**src/rtl/gray_counter_pkg.sv**
```systemverilog
// Shared constants and binary/Gray conversion helpers for the Gray-code counter.
// Helpers operate on MAX_WIDTH bits; callers zero-extend narrower values and truncate results.
package gray_counter_pkg;

    localparam int unsigned DEFAULT_WIDTH = 3;
    localparam int unsigned MAX_WIDTH     = 16;

    function automatic logic [MAX_WIDTH-1:0] bin2gray(input logic [MAX_WIDTH-1:0] value);
        return value ^ (value >> 1);
    endfunction

    // Prefix XOR from the MSB down; zero upper bits leave narrow results intact.
    function automatic logic [MAX_WIDTH-1:0] gray2bin(input logic [MAX_WIDTH-1:0] value);
        logic [MAX_WIDTH-1:0] bin;
        bin[MAX_WIDTH-1] = value[MAX_WIDTH-1];
        for (int i = MAX_WIDTH - 2; i >= 0; i--) begin
            bin[i] = bin[i+1] ^ value[i];
        end
        return bin;
    endfunction

endpackage

```
**src/rtl/gray_step_checker.sv**
```systemverilog
// Simulation-only monitor: gray must step by exactly one bit and must encode the binary count.
// Instantiated by gray_counter_core only when GRAY_COUNTER_STEP_CHECK_EN is defined.
module gray_step_checker
    import gray_counter_pkg::*;
#(
    parameter int unsigned WIDTH = DEFAULT_WIDTH
) (
    input logic             clk,
    input logic             rst,
    input logic [WIDTH-1:0] count,
    input logic [WIDTH-1:0] gray
);

    logic             seen_rst;
    logic             seen_rst_q;
    logic             rst_q;
    logic [WIDTH-1:0] gray_q;

    // Values sampled at an edge are the result of the previous edge; history lags by one more.
    always_ff @(posedge clk) begin
        if (!rst) begin
            seen_rst <= 1'b1;
        end
        seen_rst_q <= seen_rst;
        rst_q      <= rst;
        gray_q     <= gray;

        if (seen_rst) begin
            assert (count == WIDTH'(gray2bin(MAX_WIDTH'(gray))))
            else $error("gray_step_checker: gray %0h does not encode count %0h", gray, count);
        end
        if (seen_rst_q && rst_q) begin
            assert ($countones(gray ^ gray_q) == 1)
            else $error("gray_step_checker: gray stepped %0h -> %0h", gray_q, gray);
        end
    end

endmodule

```
**src/rtl/gray_counter_core.sv**
```systemverilog
// Free-running binary counter with a registered Gray-code copy updated on the same edge.
// Define GRAY_COUNTER_STEP_CHECK_EN to compile in the gray_step_checker monitor.
module gray_counter_core
    import gray_counter_pkg::*;
#(
    parameter int unsigned WIDTH = DEFAULT_WIDTH
) (
    input  logic             clk,
    input  logic             rst,
    output logic [WIDTH-1:0] o_o,
    output logic [WIDTH-1:0] gray
);

    logic [WIDTH-1:0] count_next;
    logic [WIDTH-1:0] gray_next;

    // Gray is encoded from the next count so both registers load together, glitch-free.
    always_comb begin
        count_next = o_o + WIDTH'(1);
        gray_next  = WIDTH'(bin2gray(MAX_WIDTH'(count_next)));
    end

    always_ff @(posedge clk) begin
        if (!rst) begin
            o_o  <= '0;
            gray <= '0;
        end else begin
            o_o  <= count_next;
            gray <= gray_next;
        end
    end

`ifdef GRAY_COUNTER_STEP_CHECK_EN
    gray_step_checker #(
        .WIDTH (WIDTH)
    ) u_step_checker (
        .clk   (clk),
        .rst   (rst),
        .count (o_o),
        .gray  (gray)
    );
`else
    // No monitor in the default build; port behaviour is unchanged.
`endif

endmodule

```
**config.mk**
```make
export PLATFORM = sky130hd
export DESIGN_NAME = gray_counter_core
export DESIGN_NICKNAME = d
export VERILOG_FILES = /design/src/rtl/gray_counter_pkg.sv /design/src/rtl/gray_step_checker.sv /design/src/rtl/gray_counter_core.sv
export SDC_FILE = /design/constraint.sdc
export NUM_CORES = 1
export LEC_CHECK = 0
export BUFFER_PORTS_ARGS = -buffer_cell sky130_fd_sc_hd__buf_2
export CAP_MARGIN = 10
export CORE_AREA = 2 2 39 41
export DETAILED_ROUTE_END_ITERATION = 7
export DIE_AREA = 0 0 41 43
export PLACE_DENSITY = 0.3
export SYNTH_ARGS = -nofsm -noshare
export SYNTH_HDL_FRONTEND = slang
export SYNTH_SLANG_ARGS = --single-unit
```
**constraint.sdc**
```tcl
create_clock -name clk -period 1.15 [get_ports clk]
set_input_delay 0.115 -clock clk [delete_from_list [all_inputs] [get_ports clk]]
set_output_delay 0.115 -clock clk [all_outputs]
set_load 0.03 [all_outputs]
```
# [Word level (Yosys, flattened, before mapping)]
# Index checks and enable logic that the tools add are counted.
[totals] regBits=6 input_bits=2 output_inout_bits=6 wordCells=4
[classes] add_sub_neg=1 bitwise=1
[ops] cell="$add 3x1->3 const B" n=1
[ops] cell="$xor 3x2->3" n=1

# [Longest topological paths before layout]
[depth] depth_word=2 depth_mapped=3

# [Worst setup path before layout]
# OpenSTA, ideal clock, no wires.
[synth_timing] path_type="reg2reg" startpoint="register o_o[0]" endpoint="register gray[1]" setup_ns=0.121 arrival_time_ns=1.255 t_required_ns=1.029 setup_slack_ns=-0.226 stages_incl_launch_ff=4 path_buffers=0 period_less_slack_ns=1.376 path_cell_list="dfxtp_1 ha_1 and2_1 mux2_4"
[synth_via] elab_chain_cells=2
[synth_rtl] element="from (decl)" line="gray_counter_core.sv:10" rtl="output logic [WIDTH-1:0] o_o,"
[synth_rtl] element="from (signal assigned)" line="gray_counter_core.sv:28" rtl="o_o <= count_next;"
[synth_rtl] element="$add 3x1->3" line="gray_counter_core.sv:19" rtl="count_next = o_o + WIDTH'(1);"
[synth_rtl] element="net count_next[1]" line="gray_counter_core.sv:14" rtl="logic [WIDTH-1:0] count_next;"
[synth_rtl] element="$xor 3x2->3" line="gray_counter_pkg.sv:9" rtl="return value ^ (value >> 1);"
[synth_rtl] element="to (signal assigned)" line="gray_counter_core.sv:29" rtl="gray <= gray_next;"
[synth_rtl] element="to (decl)" line="gray_counter_core.sv:11" rtl="output logic [WIDTH-1:0] gray"
# The timed path passes the listed nets, and every way through them passes these cells.
# A chain may end at the register's enable or synchronous reset.

# [Worst setup path in the final report]
# Same ends and word-level chain as after synthesis.

==> results.toml <==
[timing]
rsz0062_at_grt = "no"
fin_setup_tns_ps = 0
fin_ws_ps = 38.9
fin_worst_skew_ps = 4.01
relSlewSlack_pct = 89.5
hold_viol_final = 0
slew_violations = 0
worst_slew_pin_slew_ps = 157
finalSetupViolCount = 0
period_minus_slack_ps = 1110
fmax_mhz = 900
min_period_over_period_pct = 96.6

[clock_tree]
cts_setup_buffers = 0
h-tree-depth = 1
cts_tree = "yes"
cts_buffers = 3
path_clk_slew_ps = 40
root_buffer = "clkbuf_4"
cts.sinks = 5
clk_latency_ps = 240
cts_buffer_depth = 2

[worst_setup_path]
critPathCaptureType = "flip-flop"
path_cells = "ha_4 -> and2_1 -> mux2_4"
start_kind = "flip-flop"
worst-path-max-fanout = 4
crit_family = "flip-flops"
cpPeakStageDelay_ps = 350
worst-path-buf-inv = 0
path_class = "flip-flop to flip-flop"
cpMaxStageDelayCell = "dfxtp_4"
required_ps = 1280
cp.arrival_ps = 1240

[layout]
fillers = 155
syn_to_final_growth_pct = 55.8
num_antenna_cells = 0
nets = 29
final_cells = 41
drive_gt1_share_pct = 64.0

[synth]
synth_top_area_cell = "dfxtp_1"
ys_seq_area_share_pct = 54.4
syn_nets = 18
synth.distinct_cells = 8
netlist_top_cells_area = "dfxtp_1 54%, and2_1 10%, mux2_4 8.2%"
avgSynthCellArea_um2 = 12.3
synthCells = 15
ys_seq_elements = 5
synth_top_area_share_pct = 54.4
syn_area_um2 = 184
yosys_warnings = 0

[die]
die_area_um2 = 1760
boundaryPins = 8
initial_core_util_pct = 13.3
die_h_um = 43
die_width_um = 41
num_rows = 14
coreArea_um2 = 1380

[power_and_ir_drop]
vdd_drop_max_uv = 340
p_comb_share_pct = 22.3
swShare_pct = 28.7
power_density_nw_per_um2 = 1830
seqPwrFrac_pct = 39.2
p_int_uw = 374
netSwitchingPower_uw = 151
p_clk_share_pct = 38.5
p_leak_nw = 0.130

[min_path]
hold_class = "primary input to flip-flop"

[placement]
hpwl_um = 252
port_buffers = 7
place_ws_ps = 27.1
placedCellCount = 37
gp_congestion = 0.561

[grt]
grt_max_degree = 6
grt_pass1_wl_um = 545
grt_pass1_vias = 135
grt_usage_pct = 5.40
grt_antenna_before_repair = 0
grt-ovfl-total = 0

[job]
maxCapViolCount = 0

[outcome]
status = "complete, no violations"

[routing]
drtPass1Iterations = 2
ant_nets = 0
vias_per_cell = 2.93
num_vias = 120
wl_per_cell_um = 7.63
dr.first_iter.drc_count = 1
remaining_drc_errors = 0
routed_wl_um = 313
==> synth_stat cells, drive strengths merged <==
cell type  n
nor2b      2
xor2       1
xnor2      1
buf        1
ha         1
and2       3
dfxtp      5
mux2       1
==> cells in the final DEF (no fill, tap or decap), drive strengths merged <==
cell / Yosys / final
dfxtp: 5 / 5
xnor2: 1 / 1
clkbuf: 0 / 4
nor2b: 2 / 2
and2: 3 / 3
ha: 1 / 1
buf: 1 / 7
xor2: 1 / 1
mux2: 1 / 1
==> cells by family after synthesis <==
| group | share of synthesized area (%) |
|---|---|
| and+or+nand+nor | 17.0 |
| DFF | 54.4 |
| xor gates and xnor gates | 9.53 |
| buffers and inverters | 4.08 |
| muxes | 8.16 |
| adders and majority gates | 6.80 |
==> final timing paths <==
path,start,endpoint,slack [ps],cells after the start
setup / recovery,o_o[0],gray[1],40,3
hold / removal,rst,o_o[2],120,2
setup reg to reg,o_o[0],gray[1],40,3
hold reg to reg,o_o[0],o_o[0],450,1
==> through the flow <==
step                      utilization [%]  power, mW  hold slack, ps  cell area [um^2]
after floorplan                         -      0.301             237               213
after global placement               18.8      0.329             377               260
after detailed placement             18.8      0.329             373               260
after CTS                            20.7      0.539             119               287
after global routing                 20.7      0.566             135               287
final                                20.7      0.525             120               287
==> final cells by class <==
| cell class | count | area [um^2] | area share [%] |
|---|---|---|---|
| clock buffer | 4 | 26.3 | 9.17 |
| multi-input combinational | 9 | 96.3 | 33.6 |
| sequential | 5 | 109 | 38.0 |
| tap | 16 | 20.0 | 6.99 |
| timing repair buffer | 7 | 35.0 | 12.2 |
==> state kept, by name (all words and copies together), names as in the netlist <==
register / cells
o_o: 3
gray: 2
==> power by group through the flow <==
stage | Sequential, mW | Combinational [mW] | Clock, mW
2_1_floorplan | 0.249 | 0.0521 | 0
3_3_place_gp | 0.209 | 0.120 | 0
3_5_place_dp | 0.209 | 0.120 | 0
4_1_cts | 0.206 | 0.120 | 0.212
5_1_grt | 0.209 | 0.128 | 0.229
6_report | 0.206 | 0.117 | 0.202
==> worst reg2reg max path, cell delays in order, from the launching register on <==
cell and delay (ps):
dfxtp_4 350, ha_4 240, and2_1 140, mux2_4 260
==> layer usage <==
metal | wire, um | GRT usage, % | vias to the layer above | part of all wire, %
met5 | 0 | 0 | - | 0
met4 | 0 | 12.0 | 0 | 0
met1 | 117 | 5.40 | 51 | 37
met2 | 176 | 5.94 | 4 | 56
met3 | 19 | 0 | 0 | 6.1
li1 | - | - | 65 | -
==> what timing repair did <==
item,4_1_cts,5_1_grt
gates resized for setup,0,0
endpoints found under the setup margin,0,1
hold buffers,0,0
No activity file was read; power rests on OpenSTA's default activity.
